`src/rtl/mac_seq.sv`:
```
// -----------------------------------------------------------------------------
// mac_seq -- dot-product sequencer driving an external two-stage MAC.
//
// One job is requested with start/len/base. The sequencer clears the MAC,
// streams len operand pairs out of the operand buffer starting at base, waits
// for the read latency and the MAC pipeline to empty, and then captures
// mac_out into result with a one-cycle done pulse. A zero-length job completes
// immediately with result = 0.
//
// Parameters:
//   WIDTH   operand/result bit width
//   ADDR_W  operand-buffer address width
//
// Ports:
//   clk        clock, all state on the rising edge
//   rstb       asynchronous active-low reset
//   start      job request, sampled only in IDLE
//   len        dot-product length (ADDR_W+1 bits), sampled with start
//   base       first operand address, sampled with start
//   busy       high from the cycle after acceptance until the job completes
//   done       one-cycle pulse, result valid
//   result     captured dot product, held until the next capture
//   rd_en      operand-buffer read strobe
//   rd_addr    operand-buffer read address (wraps modulo 2^ADDR_W)
//   rd_data_a  input operand, valid the cycle after rd_en
//   rd_data_b  weight operand, valid the cycle after rd_en
//   mac_a      MAC operand A (zero when no read data is returning)
//   mac_b      MAC operand B (zero when no read data is returning)
//   mac_clr_n  active-low MAC clear, registered
//   mac_out    MAC accumulated output
//
// Configuration:
//   MAC_SEQ_RELU_EN  when defined, negative MAC results are captured as zero.
// -----------------------------------------------------------------------------
module mac_seq #(
    parameter int WIDTH  = 16,
    parameter int ADDR_W = 8
) (
    input  logic                     clk,
    input  logic                     rstb,
    input  logic                     start,
    input  logic        [ADDR_W:0]   len,
    input  logic        [ADDR_W-1:0] base,
    output logic                     busy,
    output logic                     done,
    output logic signed [WIDTH-1:0]  result,
    output logic                     rd_en,
    output logic        [ADDR_W-1:0] rd_addr,
    input  logic signed [WIDTH-1:0]  rd_data_a,
    input  logic signed [WIDTH-1:0]  rd_data_b,
    output logic signed [WIDTH-1:0]  mac_a,
    output logic signed [WIDTH-1:0]  mac_b,
    output logic                     mac_clr_n,
    input  logic signed [WIDTH-1:0]  mac_out
);

    typedef enum logic [2:0] {
        IDLE,
        CLEAR,
        ISSUE,
        DRAIN,
        DONE
    } state_t;

    state_t            state;
    logic [ADDR_W:0]   len_p0;
    logic [ADDR_W-1:0] base_p0;
    logic [ADDR_W:0]   idx;
    logic [1:0]        drain_cnt;
    logic              vld_p1;

    // Final shaping of the MAC value at capture time.
    function automatic logic signed [WIDTH-1:0] shape_result(
        input logic signed [WIDTH-1:0] v
    );
`ifdef MAC_SEQ_RELU_EN
        return (v < 0) ? '0 : v;
`else
        return v;
`endif
    endfunction

    always_ff @(posedge clk or negedge rstb) begin
        if (!rstb) begin
            state     <= IDLE;
            busy      <= 1'b0;
            done      <= 1'b0;
            result    <= '0;
            rd_en     <= 1'b0;
            rd_addr   <= '0;
            mac_clr_n <= 1'b0;
            len_p0    <= '0;
            base_p0   <= '0;
            idx       <= '0;
            drain_cnt <= '0;
            vld_p1    <= 1'b0;
        end else begin
            done      <= 1'b0;
            mac_clr_n <= 1'b1;
            // Read data returns one cycle after each strobe.
            vld_p1    <= rd_en;
            case (state)
                IDLE: begin
                    if (start) begin
                        if (len != '0) begin
                            len_p0    <= len;
                            base_p0   <= base;
                            busy      <= 1'b1;
                            mac_clr_n <= 1'b0;
                            state     <= CLEAR;
                        end else begin
                            result <= '0;
                            done   <= 1'b1;
                        end
                    end
                end
                CLEAR: begin
                    rd_en   <= 1'b1;
                    rd_addr <= base_p0;
                    idx     <= (ADDR_W + 1)'(1);
                    state   <= ISSUE;
                end
                ISSUE: begin
                    // idx counts strobes already issued; stop after len of them.
                    if (idx == len_p0) begin
                        rd_en     <= 1'b0;
                        drain_cnt <= '0;
                        state     <= DRAIN;
                    end else begin
                        rd_addr <= base_p0 + idx[ADDR_W-1:0];
                        idx     <= idx + 1'b1;
                    end
                end
                DRAIN: begin
                    // One read-latency cycle plus two MAC pipeline stages.
                    if (drain_cnt == 2'd2) begin
                        state <= DONE;
                    end else begin
                        drain_cnt <= drain_cnt + 2'd1;
                    end
                end
                DONE: begin
                    result <= shape_result(mac_out);
                    done   <= 1'b1;
                    busy   <= 1'b0;
                    state  <= IDLE;
                end
                default: begin
                    state <= IDLE;
                    busy  <= 1'b0;
                    rd_en <= 1'b0;
                end
            endcase
        end
    end

    // Operands pass straight through only while read data is returning.
    assign mac_a = vld_p1 ? rd_data_a : '0;
    assign mac_b = vld_p1 ? rd_data_b : '0;

endmodule

```
`config.mk`:
```
export PLATFORM = sky130hd
export DESIGN_NAME = mac_seq
export DESIGN_NICKNAME = d
export VERILOG_FILES = /design/src/rtl/mac_seq.sv
export SDC_FILE = /design/constraint.sdc
export NUM_CORES = 1
export LEC_CHECK = 0
export BUFFER_PORTS_ARGS = -buffer_cell sky130_fd_sc_hd__buf_4
export CORE_ASPECT_RATIO = 0.7
export CORE_MARGIN = 2
export CORE_UTILIZATION = 45
export DETAILED_ROUTE_END_ITERATION = 8
export MAX_ROUTING_LAYER = met4
export PLACE_DENSITY_LB_ADDON = 0.25
export SYNTH_ARGS = -nofsm -noshare
export SYNTH_HDL_FRONTEND = slang
export SYNTH_SLANG_ARGS = --single-unit
```
`constraint.sdc`:
```
create_clock -name clk -period 2.05 [get_ports clk]
set_input_delay 0 -clock clk [delete_from_list [all_inputs] [get_ports clk]]
set_output_delay 0 -clock clk [all_outputs]
set_load 0.03 [all_outputs]
```
==> flow_summary.yaml <==
clocking:
  numClockSinks: 60
  post_cts_buffers: 0
  cts-buffers-inserted: 9
  worst_skew_pair.late_latency_ns: 0.34
  clkSlewWorstSetupHoldPaths_ns: 0.06
  tritoncts_clock_tree: "built"
  cts-root-to-sink-buffers: 2
  root_buffer: "clkbuf_8"
  ctsHtreeMaxLevel: 3
grt:
  pin_count_of_the_biggest_net_entering_global_routing: 61
  gr-total-overflow: 0
  vias_in_the_first_global_route: 2705
  grt_first_pass_wirelength_um: 13230
  grt_antenna_before_repair: 0
  gr-usage-all-layers: 0.2277
synthesis:
  synthesis.instances: 301
  synth_area_sq_um: 3171
  synth_seq_cells: 60
  synth.distinct_cells: 48
  synth.area.top_cells: "dfrtp_1 47%, and2_1 6.7%, mux2_2 5.3%, a22o_1 4.4%, ha_1 3.6%"
  synth_enable_flop_cells: 0
  yosys-top-cells-count: "60 x dfrtp_1, 34 x and2_1, 22 x nor2_1"
  proportion_of_register_bits_with_asynchronous_set_or_reset_after_synthesis: 1.000
  ys_warn_count: 0
  synth_sequential_area_ratio: 0.4736
  syn_avg_cell_area_sq_um: 10.53
  ys.flop_type: "dfrtp_1"
  synth.most_common_cell: "dfrtp_1"
  netlist.top_cell.by_area: "dfrtp_1"
  mappedNetlistNets: 379
  yosysTopAreaCellShare: 0.4736
placed_design:
  gp_congestion: 0.8055
  hpwlAfterDp_um: 6110
  placed_cells: 520
  dpl_worst_slack_ns: 0.01283
  port_buffers: 127
  dpl_cell_area_sq_um: 4262
setup_path:
  crit_path_start: "idx[2]$_DFFE_PN0P_"
  r2r_end: "idx[4]$_DFFE_PN0P_"
  worst_setup_path_end_kind: "flip-flop"
  critPathRequiredTime_ns: 2.27
  r2r.worst_path.cells: 7
  worst-path-max-fanout: 8
  launch_point_of_the_worst_reg_to_reg_path: "idx[2]$_DFFE_PN0P_"
  timing.critical_path.from_type: "flip-flop"
  r2r_slack_ns: 0.06
  worstPathArrival_ns: 2.21
  path_class: "flip-flop to flip-flop"
  worstSetupEndpoint: "idx[4]$_DFFE_PN0P_"
sta:
  clock-skew-final_ns: 0.006281
  drv_slew: 0
  totalNegativeSetupSlack_ns: 0
  number_of_hold_violations_in_the_final_report: 0
  worst_slew_pin_tran_ns: 0.7484
  final_period_minus_worst_setup_slack_ns: 1.992
  setup_viol: 0
  period_share: 0.9716
  slew_headroom: 0.5011
  max_freq_mhz: 502.1
  setup_ws_ns: 0.05824
hold_path:
  timing.hold.worst.class: "input pin to flip-flop"
drt:
  detail_route.wl_per_cell_um: 15.53
  drt_first_pass_iters: 4
  route.final.wire_length_um: 8823
  drt_drc_violations_left: 0
  viasPerCell: 5.144
  first_iter_violations: 148
  routed-via-count: 2922
  routed_antenna_nets: 0
final_layout:
  nNetsFinal: 549
  insertedDiodeCount: 0
  instances_no_fill: 568
  area.growth.synth_to_final_pct: 52.33
  drive_above_1_share: 0.3966
  finish.instance_area_sq_um: 4830
power_and_ir_drop:
  irDropWorstVdd_uv: 737.3
  power_per_cell_area_nw_per_um2: 1485
  p_leak_uw: 0.002355
  power_total_uw: 7170
die:
  core.rowCount: 25
  start_util: 0.4671
  num_io_pins: 128
  fp.dieArea_sq_um: 7744
  dieWidth_um: 104.3
  fp.coreArea_sq_um: 6788
  die_height_um: 74.23
status:
  run_status: "finished clean"
job:
  number_of_max_capacitance_violations_reported: 0
==> power by group <==
group          switching, uW  total [uW]  leakage [uW]  internal (uW)
Clock                    427         878     0.0000848            451
Combinational           2260        4110       0.00152           1850
Sequential               461        2180      0.000754           1720
Total                   3150        7170       0.00235           4020
==> kinds of logic after synthesis <==
logic type,after synthesis,share of synthesized area
buffers and inverters,23,0.03670
adders and majority gates,10,0.04183
muxes,20,0.06985
xor gates and xnor gates,9,0.02486
AOI/OAI and AO/OA,74,0.1673
DFF,60,0.4736
and+or+nand+nor,105,0.1859
==> routing by layer <==
layer  share of wire  vias up  global-route usage
met1            0.42     1399              0.2714
li1                -     1409                   -
met2            0.51      103              0.3747
met3           0.060       11             0.06135
met5               0        -                   -
met4           0.015        0             0.09159
==> worst max-delay path, stage by stage, from the launching register on <==
cell,delay [ns]
dfrtp_1,0.38
buf_4,0.15
xor2_1,0.17
nor4_1,0.48
a31oi_2,0.25
buf_4,0.23
a21oi_1,0.13
o21ai_0,0.08
==> sequential cells by signal, summed over array words and instances (netlist names) <==
signal	count
base_p0	8
drain_cnt	2
result	16
done	1
mac_clr_n	1
state	3
vld_p1	1
rd_addr	8
len_p0	9
rd_en	1
idx	9
busy	1
==> layout by cell type (no fill, tap or decap), drive strengths merged, types with 5 or more instances in the layout <==
cell type      n
a31oi          7
ha             9
mux2          17
buf          139
nand2         14
nand3          5
xor2           9
o21ai         19
nor3           8
a22o          16
dfrtp         60
and3           6
and2          34
a21oi         12
nor2          24
inv            9
clkbuf        11
nor3b          5
dlygate4sd3   34
==> final cells by class <==
class	instances	area, sq um
Timing Repair Buffer	173	1396
Sequential cell	60	1504
Multi-Input combinational cell	218	1622
Clock inverter	3	15.01
Clock buffer	11	141.4
Inverter	9	33.78
Tap cell	94	117.6
Fill cell	480	1958
==> stage by stage <==
stage / hold slack, ns / utilization
2_1_floorplan: -0.2956 / -
3_3_place_gp: 0.1197 / 0.6278
3_5_place_dp: 0.1224 / 0.6278
4_1_cts: 0.04901 / 0.7010
5_1_grt: 0.08390 / 0.7115
6_report: 0.06291 / 0.7115
==> how the worst min path moves through the flow <==
stage / start / endpoint / slack, ns / depth (start not counted)
after floorplan: rstb / base_p0[0]$_DFFE_PN0P_ / -0.30 / 0
after global placement: rstb / rd_addr[1]$_DFFE_PN0P_ / 0.12 / 1
after detailed placement: rstb / base_p0[1]$_DFFE_PN0P_ / 0.12 / 1
after CTS: start / busy$_DFFE_PN0P_ / 0.05 / 3
after global routing: start / done$_DFF_PN0_ / 0.08 / 3
final: start / busy$_DFFE_PN0P_ / 0.06 / 3
==> repair_timing <==
action                                  in CTS  in global routing
endpoints found under the hold margin       93                  0
resized for setup                            0                 11
hold buffers                                34                  0
pin swaps                                    1                  1
endpoints found under the setup margin       1                  3
Note: power is estimated with default switching activity, not from simulation.
